==> src/rtl/ex_muldiv_seq.sv <==
// RV32M iterative multiply/divide unit beside the EX-stage ALU; 32-step shift-add / restoring divide.
// Latency: 33 stall cycles for a normal op (done_o in cycle 33), 1 for divide-by-zero / overflow.
// Backpressure: stall_o freezes IF/ID/EX while busy; ext_stall_i holds the result in DONE.
//
// Ports:
//   clk, rst            core clock (rising edge), asynchronous active-high reset
//   start_i, funct3_i   EX holds an M instruction (held high while stalled) and its funct3
//   operand1_i/2_i      rs1/rs2 after forwarding, sampled only when an op is accepted in IDLE
//   flush_i             EX flush, aborts any op and returns to IDLE
//   ext_stall_i         downstream stall, keeps the finished result presented in DONE
//   stall_o, done_o     pipeline freeze request, result valid strobe
//   result_o            product half, quotient or remainder
module ex_muldiv_seq #(
    parameter int XLEN  = 32,
    parameter int CNT_W = 6
) (
    input  logic            clk,
    input  logic            rst,
    input  logic            start_i,
    input  logic [2:0]      funct3_i,
    input  logic [XLEN-1:0] operand1_i,
    input  logic [XLEN-1:0] operand2_i,
    input  logic            flush_i,
    input  logic            ext_stall_i,
    output logic            stall_o,
    output logic            done_o,
    output logic [XLEN-1:0] result_o
);

    typedef enum logic [1:0] {
        IDLE = 2'd0,
        CALC = 2'd1,
        DONE = 2'd2
    } state_t;

    localparam logic [CNT_W-1:0] LAST_ITER = CNT_W'(XLEN - 1);
    localparam logic [XLEN-1:0]  ALL_ONES  = {XLEN{1'b1}};
    localparam logic [XLEN-1:0]  INT_MIN   = {1'b1, {(XLEN-1){1'b0}}};

    state_t              state_q, state_nxt;
    logic [CNT_W-1:0]    cnt_q;
    logic [2:0]          funct3_q;
    logic                neg_q;
    // Shared accumulator: multiply keeps {partial product, remaining multiplier bits};
    // divide keeps {partial remainder, dividend bits shifting out / quotient bits shifting in}.
    logic [2*XLEN-1:0]   acc_q;
    // Multiplicand (multiply) or divisor magnitude (divide).
    logic [XLEN-1:0]     opb_q;
    logic [XLEN-1:0]     result_q;

    logic                accept;

    // ------------------------------------------------------------------
    // Operand decode at acceptance
    // ------------------------------------------------------------------
    logic                is_div;
    logic                is_rem;
    logic                signed1, signed2;
    logic                s1, s2;
    logic                neg_d;
    logic [XLEN-1:0]     op1_abs, op2_abs;
    logic                div_by_zero, div_ovf, is_special;
    logic [XLEN-1:0]     special_res;

    always_comb begin
        is_div  = funct3_i[2];
        is_rem  = funct3_i[2] & funct3_i[1];
        // rs1 is signed for MULH, MULHSU, DIV, REM; rs2 only for MULH, DIV, REM.
        signed1 = (funct3_i == 3'b001) | (funct3_i == 3'b010) |
                  (funct3_i == 3'b100) | (funct3_i == 3'b110);
        signed2 = (funct3_i == 3'b001) | (funct3_i == 3'b100) | (funct3_i == 3'b110);
        s1      = signed1 & operand1_i[XLEN-1];
        s2      = signed2 & operand2_i[XLEN-1];
        op1_abs = s1 ? -operand1_i : operand1_i;
        op2_abs = s2 ? -operand2_i : operand2_i;
        // Remainder follows the dividend's sign; everything else follows the product/quotient sign.
        neg_d   = is_rem ? s1 : (s1 ^ s2);

        div_by_zero = is_div & (operand2_i == '0);
        div_ovf     = is_div & ~funct3_i[0] &
                      (operand1_i == INT_MIN) & (operand2_i == ALL_ONES);
        is_special  = div_by_zero | div_ovf;

        special_res = '0;
        if (div_by_zero) begin
            special_res = funct3_i[1] ? operand1_i : ALL_ONES;
        end else if (div_ovf) begin
            special_res = funct3_i[1] ? '0 : INT_MIN;
        end
    end

    // ------------------------------------------------------------------
    // One iteration of the datapath
    // ------------------------------------------------------------------
    logic [XLEN:0]       mul_sum;
    logic [2*XLEN-1:0]   mul_nxt;
    logic [XLEN:0]       div_shift, div_diff;
    logic                div_ge;
    logic [2*XLEN-1:0]   div_nxt;
    logic [2*XLEN-1:0]   acc_nxt;
    logic [2*XLEN-1:0]   prod_fix;
    logic [XLEN-1:0]     quo, rem;
    logic [XLEN-1:0]     final_res;

    always_comb begin
        // Multiply: add the multiplicand when the current multiplier LSB is set, then shift right.
        mul_sum = {1'b0, acc_q[2*XLEN-1:XLEN]} + (acc_q[0] ? {1'b0, opb_q} : '0);
        mul_nxt = {mul_sum, acc_q[XLEN-1:1]};

        // Restoring divide: shift in the next dividend bit, keep the difference if it did not borrow.
        div_shift = {acc_q[2*XLEN-1:XLEN], acc_q[XLEN-1]};
        div_diff  = div_shift - {1'b0, opb_q};
        div_ge    = ~div_diff[XLEN];
        div_nxt   = {(div_ge ? div_diff[XLEN-1:0] : div_shift[XLEN-1:0]),
                     acc_q[XLEN-2:0], div_ge};

        acc_nxt = funct3_q[2] ? div_nxt : mul_nxt;

        prod_fix = neg_q ? -acc_nxt : acc_nxt;
        quo      = neg_q ? -acc_nxt[XLEN-1:0] : acc_nxt[XLEN-1:0];
        rem      = neg_q ? -acc_nxt[2*XLEN-1:XLEN] : acc_nxt[2*XLEN-1:XLEN];

        case (funct3_q)
            3'b000:         final_res = prod_fix[XLEN-1:0];
            3'b001, 3'b010,
            3'b011:         final_res = prod_fix[2*XLEN-1:XLEN];
            3'b100, 3'b101: final_res = quo;
            default:        final_res = rem;
        endcase
    end

    // ------------------------------------------------------------------
    // FSM
    // ------------------------------------------------------------------
    always_ff @(posedge clk or posedge rst) begin
        if (rst) begin
            state_q <= IDLE;
        end else begin
            state_q <= state_nxt;
        end
    end

    always_comb begin
        state_nxt = state_q;
        stall_o   = 1'b0;
        done_o    = 1'b0;
        accept    = 1'b0;
        case (state_q)
            IDLE: begin
                stall_o = start_i & ~flush_i;
                if (start_i && !flush_i) begin
                    accept    = 1'b1;
                    state_nxt = is_special ? DONE : CALC;
                end
            end
            CALC: begin
                stall_o = 1'b1;
                if (flush_i) begin
                    state_nxt = IDLE;
                end else if (cnt_q == LAST_ITER) begin
                    state_nxt = DONE;
                end
            end
            DONE: begin
                done_o = 1'b1;
                // start_i is still high here for the same instruction; never re-accept it.
                if (flush_i || !ext_stall_i) begin
                    state_nxt = IDLE;
                end
            end
            default: begin
                state_nxt = IDLE;
            end
        endcase
        if (rst) begin
            stall_o = 1'b0;
        end
    end

    // ------------------------------------------------------------------
    // Datapath registers
    // ------------------------------------------------------------------
    always_ff @(posedge clk or posedge rst) begin
        if (rst) begin
            cnt_q    <= '0;
            funct3_q <= '0;
            neg_q    <= 1'b0;
            acc_q    <= '0;
            opb_q    <= '0;
            result_q <= '0;
        end else if (accept) begin
            funct3_q <= funct3_i;
            neg_q    <= neg_d;
            cnt_q    <= '0;
            if (is_special) begin
                result_q <= special_res;
            end else if (is_div) begin
                acc_q <= {{XLEN{1'b0}}, op1_abs};
                opb_q <= op2_abs;
            end else begin
                acc_q <= {{XLEN{1'b0}}, op2_abs};
                opb_q <= op1_abs;
            end
        end else if (state_q == CALC && !flush_i) begin
            acc_q <= acc_nxt;
            if (cnt_q == LAST_ITER) begin
                cnt_q    <= '0;
                result_q <= final_res;
            end else begin
                cnt_q <= cnt_q + CNT_W'(1);
            end
        end else if (flush_i) begin
            cnt_q <= '0;
        end
    end

    assign result_o = result_q;

endmodule

==> config.mk <==
export PLATFORM = sky130hd
export DESIGN_NAME = ex_muldiv_seq
export DESIGN_NICKNAME = d
export VERILOG_FILES = /design/src/rtl/ex_muldiv_seq.sv
export SDC_FILE = /design/constraint.sdc
export NUM_CORES = 1
export LEC_CHECK = 0
export CELL_PAD_IN_SITES_DETAIL_PLACEMENT = 1
export CELL_PAD_IN_SITES_GLOBAL_PLACEMENT = 2
export CORE_ASPECT_RATIO = 1.2
export CORE_MARGIN = 4
export CORE_UTILIZATION = 39
export CTS_BUF_LIST = sky130_fd_sc_hd__clkbuf_8
export DETAILED_ROUTE_END_ITERATION = 6
export PLACE_DENSITY_LB_ADDON = 0.1
export SLEW_MARGIN = 0
export SYNTH_ARGS = -nofsm -noshare
export SYNTH_HDL_FRONTEND = slang
export SYNTH_SLANG_ARGS = --single-unit
==> constraint.sdc <==
create_clock -name clk -period 12.6 [get_ports clk]
set_input_delay 2.52 -clock clk [delete_from_list [all_inputs] [get_ports clk]]
set_output_delay 2.52 -clock clk [all_outputs]
set_load 0.01 [all_outputs]
==> results.md, run 1 <==
* Status: completed
* Least-Margin Pin Slew at 1.17 ns
* Final-layout fill cell count at 5133
* Rows at 81
* Yosys top cell by area: dfrtp_1
* Port Buffer Count at 105
* Grt ovf at 0
* Maximum fanout along the worst path at 21
* Mapped Avg Cell Area at 7.31 um2
* Top_reg_cell synth: dfrtp_1
* Post-cts resize count at 0
* Initial Util at 39.3%
* # Post-CTS Setup Buffers at 0
* Seq pwr share at 16.8%
* Fin crit period at 7.73 ns
* Via count at 17.9k
* Cells after Synth at 2194
* Seq/Total Area, Yosys at 21.9%
* Wirelength per Cell at 28.0 um
* Vias in the first global route at 18.1k
* Nature of the critical path endpoint: register
* Synth Warn # at 0
* Die area at 44400 um2
* Psw at 2.47 mW
* Hold Startpoint: opb_q[7]
* Async SR Flop Fraction at 100%
* Post-synth EDFFs at 0
* Kind of critical path: reg -> reg
* Final WL at 77200 um
* Final ANT Viol Nets at 0
* Logic pwr share at 73.5%
* Worst skew pair latency at 0.51 ns
* Path depth of the worst reg2reg path at 23
* Reg2Reg Capture Point: result_o[8]
* Syn nets at 2338
* First-pass GRT wire length at 116000 um
* Pleak at 7.07 nW
* Clock sinks at 140
* RSZ-0062 raised after global routing: false
* CP arrival at 8.10 ns
* Tcrit/Tclk final at 61.3%
* Maximum clock rate at 129 MHz
* Clock skew at 0.0270 ns
* Reg clk slew, reported paths at 0.10 ns
* # setup viols final at 0
* Endpoints failing hold at 0
* Area Growth Syn to Fin at 11.3%
* Setup TNS at 0 ns
* #FFs+latches synth at 140
* Via density at 6.48
* Hold Path Cell Cnt at 2
* Nets@finish at 2348
* Cell Int Power at 1.77 mW
* Initial antenna violation count at 4
* Hold buffer count at CTS at 0
* Largest net degree at the start of global routing at 98
* Clk root buf: clkbuf_8
* Startpoint types: register
* DP HPWL at 60800 um
* CP required at 12.97 ns
* Clk pwr share at 9.7%
* PwrDens at 237 nW/um2
* TritonCTS clock tree: done
* HP Class: reg -> reg
* DRT Pass-1 Iters at 5
* Die H at 230 um
* Area share of the largest cell type after synthesis at 21.9%
* Global placer's final weighted congestion at 0.949
* Count of cell types in the netlist at 88
* I/O pin count at 106
* Post-Syn Area at 16000 um2
* Hold Crit Endpoint: opb_q[7]
* RR Startpoint: acc_q[31]
* DRT iter0 DRCs at 1455
* Switching share of total power at 58.3%
* VDD IR-drop max at 107 uV
* Setup slack, reg-to-reg at 4.87 ns
* Die W at 193 um
* CTS Buf Count at 17
* Share of layout cells above drive strength 1 at 5.55%
* Longest Clk Path Bufs at 2
* Top cells by area, synth: dfrtp_1 (22%), o21ai_0 (7.6%), nand2_1 (6.3%), ha_1 (5.5%), a21oi_1 (5.1%)
* Max Cap Violations at 0
* Max transition margin at 21.9%
* Global-route usage over all layers at 34.1%
* Htree depth at 4
* Overall power after layout at 4.24 mW
* Core area at 40700 um2
* Drt drc at 0
* Fin. max-slew vios at 0
## registers in the layout (all words and copies together), names as in the netlist
name,flops
acc_q,64
cnt_q,6
funct3_q,3
neg_q,1
opb_q,32
result_o,32
state_q,2
## per-layer routing
metal | track usage [%] | up-vias | routed length, um
met3 | 4.28 | 153 | 3680
met5 | 0 | - | 22
met4 | 16.0 | 4 | 4130
met1 | 42.2 | 8973 | 31700
li1 | - | 8143 | -
met2 | 58.5 | 598 | 37700
## cell families after synthesis
group	count (synthesis)	synth area share (%)
AO/OA/AOI/OAI	778	31.4
flip-flops	140	21.9
adder cells (fa/ha/maj)	72	5.71
AND/OR/NAND/NOR	759	23.0
buffers and inverters	230	5.67
multiplexers	61	3.93
XOR/XNOR	154	8.41
## cells in the mapped netlist, types with 9 or more instances
library cell	n
o21ai_1	9
a211oi_1	25
o211ai_1	48
ha_1	70
nand3_1	61
dfrtp_1	140
a31oi_1	29
or3_1	18
o2111ai_1	12
a21o_1	27
buf_2	25
o21ai_0	243
nor4_1	17
o31ai_1	34
a21oi_1	163
a221o_1	15
nand4_1	51
a311oi_1	9
and3_1	15
xor2_1	67
nor2_1	139
nand2_1	267
and2_1	49
clkbuf_1	109
nor2b_1	11
nand2b_1	19
nor3_1	60
inv_1	79
o22ai_1	9
o41ai_1	12
mux2_2	16
mux2i_1	45
o21a_1	21
xnor2_1	87
o221ai_1	14
o21bai_1	10
buf_1	13
## per-stage QoR
| step | utilization, % | instance area [um2] | worst slack [ns] | instances | hold WS [ns] |
|---|---|---|---|---|---|
| global placement | 42.8 | 17400 | 5.32 | 2724 | 0.482 |
| CTS | 43.8 | 17800 | 4.99 | 2756 | 0.523 |
| finish | 43.8 | 17800 | 4.87 | 2758 | 0.520 |
| global route | 43.8 | 17800 | 4.39 | 2757 | 0.547 |
| floorplan | - | 16000 | 6.17 | 2194 | 0.464 |
| detailed placement | 42.8 | 17400 | 5.02 | 2724 | 0.495 |
## layout make-up
cell class	instances	area [um2]	share of cell area, %
tap	539	674	3.78
clock buffer	18	248	1.39
inverter	80	305	1.71
sequential	140	3510	19.7
multi-input combinational	1824	11600	65.2
antenna	2	5.00	0.0280
clock inverter	14	155	0.869
timing repair buffer	141	1320	7.39
## worst max-delay path by stage
stage	start	end	slack, ns	depth (start not counted)
final	acc_q[31]	result_o[8]	4.87	23
after global routing	acc_q[31]	result_o[8]	4.39	23
after CTS	acc_q[31]	result_o[8]	4.99	23
after detailed placement	acc_q[31]	result_o[8]	5.02	23
after global placement	acc_q[57]	result_o[26]	5.32	19
after floorplan	funct3_q[2]	result_o[24]	6.17	27
## worst max-delay path, cell delays in order, from the launching register on
cell and delay (ns):
dfrtp_1 0.42, inv_1 0.08, ha_1 0.22, inv_1 0.08, fa_1 0.24, a211oi_1 0.14, o21a_1 0.31, a211oi_1 0.64
o21ai_4 0.20, a21oi_2 0.83, nor2_1 0.11, buf_4 0.29, a21oi_1 0.25, ha_1 0.24, nor3b_1 0.24, o2111ai_1 0.19
or4_1 0.58, or3_1 0.40, or3_1 0.49, nor3_1 0.64, nor2_1 0.16, o311ai_0 0.37, o21ai_0 0.15, a221o_1 0.32
## cells in the final DEF, fill, tap and decap left out, types with 34 or more instances in the layout
cell type	Yosys	layout
xor2_1	67	67
and2_1	49	48
clkdlybuf4s50_1	0	104
nand4_1	51	51
mux2i_1	45	45
inv_1	79	78
o31ai_1	34	34
buf_4	2	37
nor3_1	60	60
xnor2_1	87	87
ha_1	70	70
o21ai_0	243	243
nor2_1	139	138
nand2_1	267	265
dfrtp_1	140	138
o211ai_1	48	48
nand3_1	61	61
a21oi_1	163	163
## power groups by stage
| stage | registers, mW | logic (mW) | clock network, mW |
|---|---|---|---|
| final | 0.712 | 3.12 | 0.409 |
| after floorplan | 0.651 | 2.06 | 0 |
| after global routing | 0.730 | 3.33 | 0.431 |
| after global placement | 0.707 | 3.00 | 0 |
| after CTS | 0.708 | 3.05 | 0.413 |
| after detailed placement | 0.717 | 3.03 | 0 |
No activity file was read; power rests on OpenSTA's default activity.
==> run 2, diff against run 1 <==
--- a/config.mk
+++ b/config.mk
@@ -9,7 +9,7 @@
 export CELL_PAD_IN_SITES_GLOBAL_PLACEMENT = 2
 export CORE_ASPECT_RATIO = 1.2
 export CORE_MARGIN = 4
-export CORE_UTILIZATION = 39
+export CORE_UTILIZATION = 33
 export CTS_BUF_LIST = sky130_fd_sc_hd__clkbuf_8
 export DETAILED_ROUTE_END_ITERATION = 6
 export PLACE_DENSITY_LB_ADDON = 0.1
==> constraint.sdc (replaced) <==
create_clock -name clk -period 6.6 [get_ports clk]
set_input_delay 1.32 -clock clk [delete_from_list [all_inputs] [get_ports clk]]
set_output_delay 1.32 -clock clk [all_outputs]
set_load 0.01 [all_outputs]
==> results.md, run 2 (synthesis gave the netlist of run 1 again) <==
* Status: completed
* I/O pin count at 106
* Max transition margin at 20.3%
* Global placer's final weighted congestion at 0.921
* Fin. max-slew vios at 0
* Kind of critical path: reg -> reg
* Startpoint types: register
* Htree depth at 4
* Switching share of total power at 56.7%
* DRT iter0 DRCs at 1253
* Die H at 249 um
* Rows at 88
* Clk pwr share at 10.5%
* Nature of the critical path endpoint: register
* Commonest cells after routing, fill and taps aside: nand2_1 (265), o21ai_0 (243), a21oi_1 (163), nor2_1 (138), dfrtp_1 (138)
* Maximum fanout along the worst path at 11
* CTS Buf Count at 17
* First-pass GRT wire length at 118000 um
* Nets@finish at 2385
* DRT Pass-1 Iters at 5
* Psw at 4.74 mW
* # setup viols final at 0
* Largest Register: acc_q
* Drt drc at 0
* Grt ovf at 0
* Fin crit period at 6.20 ns
* Most common cell after layout, fill and taps aside: nand2_1
* Slowest-stage cell, CP: or4_1
* Clk root buf: clkbuf_8
* Overall power after layout at 8.37 mW
* Tcrit/Tclk final at 93.9%
* Clock skew at 0.0157 ns
* Initial antenna violation count at 1
* Vias in the first global route at 17.7k
* Final WL at 79700 um
* Pleak at 7.27 nW
* Global-route usage over all layers at 29.6%
* Worst skew pair latency at 0.54 ns
* Max reg flops at 64
* Final ANT Viol Nets at 0
* Final core occ at 38.1%
* Wirelength per Cell at 27.6 um
* TritonCTS clock tree: done
* CP required at 7.03 ns
* Via count at 17.8k
* VDD IR-drop max at 182 uV
* CP arrival at 6.63 ns
* RSZ-0062 raised after global routing: false
* Via density at 6.16
* Slowest Stage Delay on Critical Path at 0.61 ns
* Port Buffer Count at 105
* Seq pwr share at 16.1%
* Longest Clk Path Bufs at 2
* Share of layout cells above drive strength 1 at 7.28%
* Initial Util at 33.3%
* Area Growth Syn to Fin at 14.4%
* Critical-path cell list: ha_1, a21oi_1, o21ai_1, a211o_1, a211o_1, nor2_1, nor2_2, a21oi_1, ha_1, nor3b_1, o2111ai_1, or4_1, or3_1, or3_4, nand2b_2, nand2_1, xor2_1, a221oi_1, o21ai_0, mux2_2
* Logic pwr share at 73.4%
* Reg clk slew, reported paths at 0.10 ns
* HP Class: reg -> reg
* Least-Margin Pin Slew at 1.19 ns
* Largest net degree at the start of global routing at 95
* Die W at 209 um
* Hold buffer count at CTS at 0
* DP HPWL at 63100 um
* Max Cap Violations at 0
* Core area at 48100 um2
* Cell Int Power at 3.62 mW
* Die area at 52200 um2
* Maximum clock rate at 161 MHz
* Setup TNS at 0 ns
* Clock sinks at 140
* Endpoints failing hold at 0
* PwrDens at 456 nW/um2
[run 2: final timing paths]
kind	cells after the start	end	startpoint	slack, ns
worst max register to register	20	result_o[0]	acc_q[52]	0.40
worst min-delay path	2	result_o[9]	result_o[9]	0.51
worst min register to register	2	result_o[9]	result_o[9]	0.51
max in group asynchronous	3	opb_q[19]	rst	3.90
worst max-delay path	20	result_o[0]	acc_q[52]	0.40
min in group asynchronous	2	state_q[0]	rst	1.34
[run 2: power by group through the flow]
stage	Sequential, mW	Clock [mW]	Combinational (mW)
2_1_floorplan	1.24	0	3.94
3_3_place_gp	1.35	0	5.97
3_5_place_dp	1.36	0	6.02
4_1_cts	1.35	0.895	6.06
5_1_grt	1.39	0.919	6.62
6_report	1.35	0.878	6.14
[run 2: cell type report]
| class | count | area [um2] |
|---|---|---|
| fillers | 5910 | 29800 |
| multi-input cells | 1824 | 11700 |
| flip-flops and latches | 140 | 3510 |
| repair buffers | 178 | 1610 |
| well taps | 630 | 788 |
| inverters | 80 | 305 |
| clock buffers | 17 | 234 |
| clock inverters | 15 | 223 |
| diodes | 1 | 2.50 |
[run 2: metrics by stage]
stage | setup WS (ns) | instances | instance area (um2) | hold WS (ns)
floorplan | 0.168 | 2194 | 16000 | 0.464
finish | 0.405 | 2885 | 18300 | 0.511
global placement | 0.255 | 2852 | 17900 | 0.470
global route | 0.0647 | 2885 | 18300 | 0.522
CTS | 0.157 | 2884 | 18300 | 0.510
detailed placement | 0.168 | 2852 | 17900 | 0.482
[run 2: critical path: cells and delay by family, from the launching register on]
kind,cells,cell delay (ns)
AO/OA/AOI/OAI,8,1.97
AND/OR/NAND/NOR,8,2.60
multiplexers,1,0.28
flip-flops,1,0.43
XOR/XNOR,1,0.12
adder cells (fa/ha/maj),2,0.70
[run 2: metal layers]
metal,GRT usage [%],vias to the layer above,part of all wire (%)
met5,0,-,0
met4,9.62,0,3.1
met3,2.50,98,3.7
met2,52.7,488,50
met1,37.6,8981,43
li1,-,8207,-
[run 2: what timing repair did]
item,4_1_cts,5_1_grt
setup endpoints to repair,0,12
resized for setup,0,5
buffers inserted,0,0
==> run 3, diff against run 2 <==
--- a/config.mk
+++ b/config.mk
@@ -8,11 +8,10 @@
 export CELL_PAD_IN_SITES_DETAIL_PLACEMENT = 1
 export CELL_PAD_IN_SITES_GLOBAL_PLACEMENT = 2
 export CORE_ASPECT_RATIO = 1.2
-export CORE_MARGIN = 4
 export CORE_UTILIZATION = 33
 export CTS_BUF_LIST = sky130_fd_sc_hd__clkbuf_8
 export DETAILED_ROUTE_END_ITERATION = 6
-export PLACE_DENSITY_LB_ADDON = 0.1
+export PLACE_DENSITY = 0.77
 export SLEW_MARGIN = 0
 export SYNTH_ARGS = -nofsm -noshare
 export SYNTH_HDL_FRONTEND = slang
==> results.md, run 3 (synthesis gave the netlist of run 1 again) <==
* VDD IR-drop max at 189 uV
* Finished Layout Cells at 2882
* Final-layout fill cell count at 6010
* Rows at 88
* CTS Buf Count at 17
* Least-Margin Pin Slew at 1.04 ns
* Inst Count DP at 2849
* Logic pwr share at 73.2%
* Hold Startpoint: opb_q[7]
* Initial antenna violation count at 3
* Kind of critical path: reg -> reg
* Overall power after layout at 8.28 mW
* DRT Pass-1 Iters at 7
* Psw at 4.70 mW
* Initial Util at 33.4%
* Maximum fanout along the worst path at 7
* Pleak at 7.26 nW
* Slowest Stage Delay on Critical Path at 0.61 ns
* Reg2Reg Capture Point: result_o[28]
* Global placer's final weighted congestion at 0.946
* Grt ovf at 0
* Path depth of the worst reg2reg path at 24
* I/O pin count at 106
* Switching share of total power at 56.8%
* DRT iter0 DRCs at 1309
* Max reg flops at 64
* TritonCTS clock tree: done
* RR Startpoint: acc_q[31]
* RSZ-0062 raised after global routing: true
* Failing checks: DRC
* Post-route design area at 18300 um2
* Max transition margin at 30.6%
* Tcrit/Tclk final at 95.9%
* Final core occ at 38.1%
* # setup viols final at 0
* First-pass GRT wire length at 116000 um
* Die area at 49500 um2
* HP Class: reg -> reg
* Setup slack, reg-to-reg at 0.27 ns
* Maximum clock rate at 158 MHz
* Nature of the critical path endpoint: register
* Clock skew at 0.0211 ns
* Placed Area at 17800 um2
* Commonest cells after routing, fill and taps aside: nand2_1 (264), o21ai_0 (243), a21oi_1 (163), nor2_1 (138), dfrtp_1 (138)
* CP required at 7.00 ns
* Reg clk slew, reported paths at 0.10 ns
* Clk root buf: clkbuf_8
* PwrDens at 453 nW/um2
* Fin crit period at 6.33 ns
* DP HPWL at 60900 um
* Worst skew pair latency at 0.53 ns
* Slowest-stage cell, CP: or4_1
* Startpoint types: register
* Area Growth Syn to Fin at 14.0%
* Fin. max-slew vios at 0
* Crit path max-delay family: simple AND/OR/NAND/NOR gates
* Largest Register: acc_q
* Clk pwr share at 10.3%
* Core area at 48000 um2
* Crit path buf inv count at 2
* Largest net degree at the start of global routing at 126
* Max Cap Violations at 0
* Critical-path cell list: inv_1, ha_1, inv_1, fa_1, a211oi_2, o21a_1, a211o_1, a21boi_2, nor2_1, nor2_2, a21oi_1, ha_1, nor3b_1, o2111ai_1, or4_1, or3_1, or3_1, nand2b_1, nor3_1, nand4_1, nor3_1, mux2_2, o2111ai_1, o21ai_0
* Port Buffer Count at 105
* Share of layout cells above drive strength 1 at 6.97%
* Die W at 203 um
* Hold Path Cell Cnt at 2
* Final ANT Viol Nets at 0
* Via count at 17.8k
* Final WL at 77300 um
* Most common cell after layout, fill and taps aside: nand2_1
* # Post-CTS Setup Buffers at 0
* CP arrival at 6.73 ns
* Drt drc at 1
* Setup TNS at 0 ns
* Wirelength per Cell at 26.8 um
* Status: finished with violations
* Cell Int Power at 3.58 mW
* Nets@finish at 2382
* Global-route usage over all layers at 31.1%
* Vias in the first global route at 18.1k
* Via density at 6.16
* Longest Clk Path Bufs at 2
* Clock sinks at 140
* Htree depth at 4
* Die H at 243 um
* Endpoints failing hold at 0
* Hold Crit Endpoint: opb_q[7]
* Seq pwr share at 16.5%
==> run 3: changes by cell type in the layout (fill, tap and decap cells not counted), sizes merged <==
cell and change:
buf -3, clkinvlp -3, inv +3, bufinv -1, clkbuf +1
==> run 3: power groups by stage <==
stage / Combinational [mW] / Sequential (mW) / Clock [mW]
after floorplan: 3.94 / 1.24 / 0
after global placement: 5.84 / 1.36 / 0
after detailed placement: 5.91 / 1.38 / 0
after CTS: 5.96 / 1.36 / 0.861
after global routing: 6.51 / 1.40 / 0.883
final: 6.07 / 1.37 / 0.849
==> run 3: through the flow <==
step | setup WS [ns] | hold WS, ns
after floorplan | 0.168 | 0.464
after global placement | 0.400 | 0.466
after detailed placement | 0.274 | 0.488
after CTS | 0.218 | 0.511
after global routing | -0.0185 | 0.540
final | 0.269 | 0.512
==> run 3: what timing repair did <==
item,4_1_cts,5_1_grt
hold buffers,0,0
gates resized for setup,0,3
endpoints found under the hold margin,0,0
endpoints found under the setup margin,0,11
==> run 3: worst max path at each step <==
| stage | from | endpoint | slack [ns] | cells after the start |
|---|---|---|---|---|
| 6_report | acc_q[31] | result_o[28] | 0.27 | 24 |
| 5_1_grt | acc_q[31] | result_o[0] | -0.02 | 23 |
| 4_1_cts | acc_q[31] | result_o[0] | 0.22 | 23 |
| 3_5_place_dp | acc_q[31] | result_o[0] | 0.27 | 23 |
| 3_3_place_gp | acc_q[31] | result_o[0] | 0.40 | 23 |
| 2_1_floorplan | funct3_q[2] | result_o[24] | 0.17 | 27 |
==> run 3: per-layer routing <==
metal | GRT usage (%) | part of all wire [%] | vias up
met5 | 0 | 0.013 | -
met4 | 16.1 | 5.1 | 2
met3 | 3.49 | 4.7 | 144
met2 | 55.1 | 50 | 591
met1 | 36.6 | 41 | 8833
li1 | - | - | 8196
==> run 3: final cells by class <==
cell class / count / area [um2] / area share [%]
Sequential cell: 140 / 3510 / 19.2
Antenna cell: 1 / 2.50 / 0.0137
Multi-Input combinational cell: 1824 / 11600 / 63.7
Inverter: 80 / 305 / 1.67
Clock inverter: 14 / 193 / 1.05
Clock buffer: 18 / 248 / 1.36
Timing Repair Buffer: 175 / 1590 / 8.68
Tap cell: 630 / 788 / 4.31
==> run 3: worst min-delay path, cell delays in order, from the launching register on <==
cell and delay (ns):
dfrtp_1 0.37, nand2_1 0.05, o21ai_0 0.06
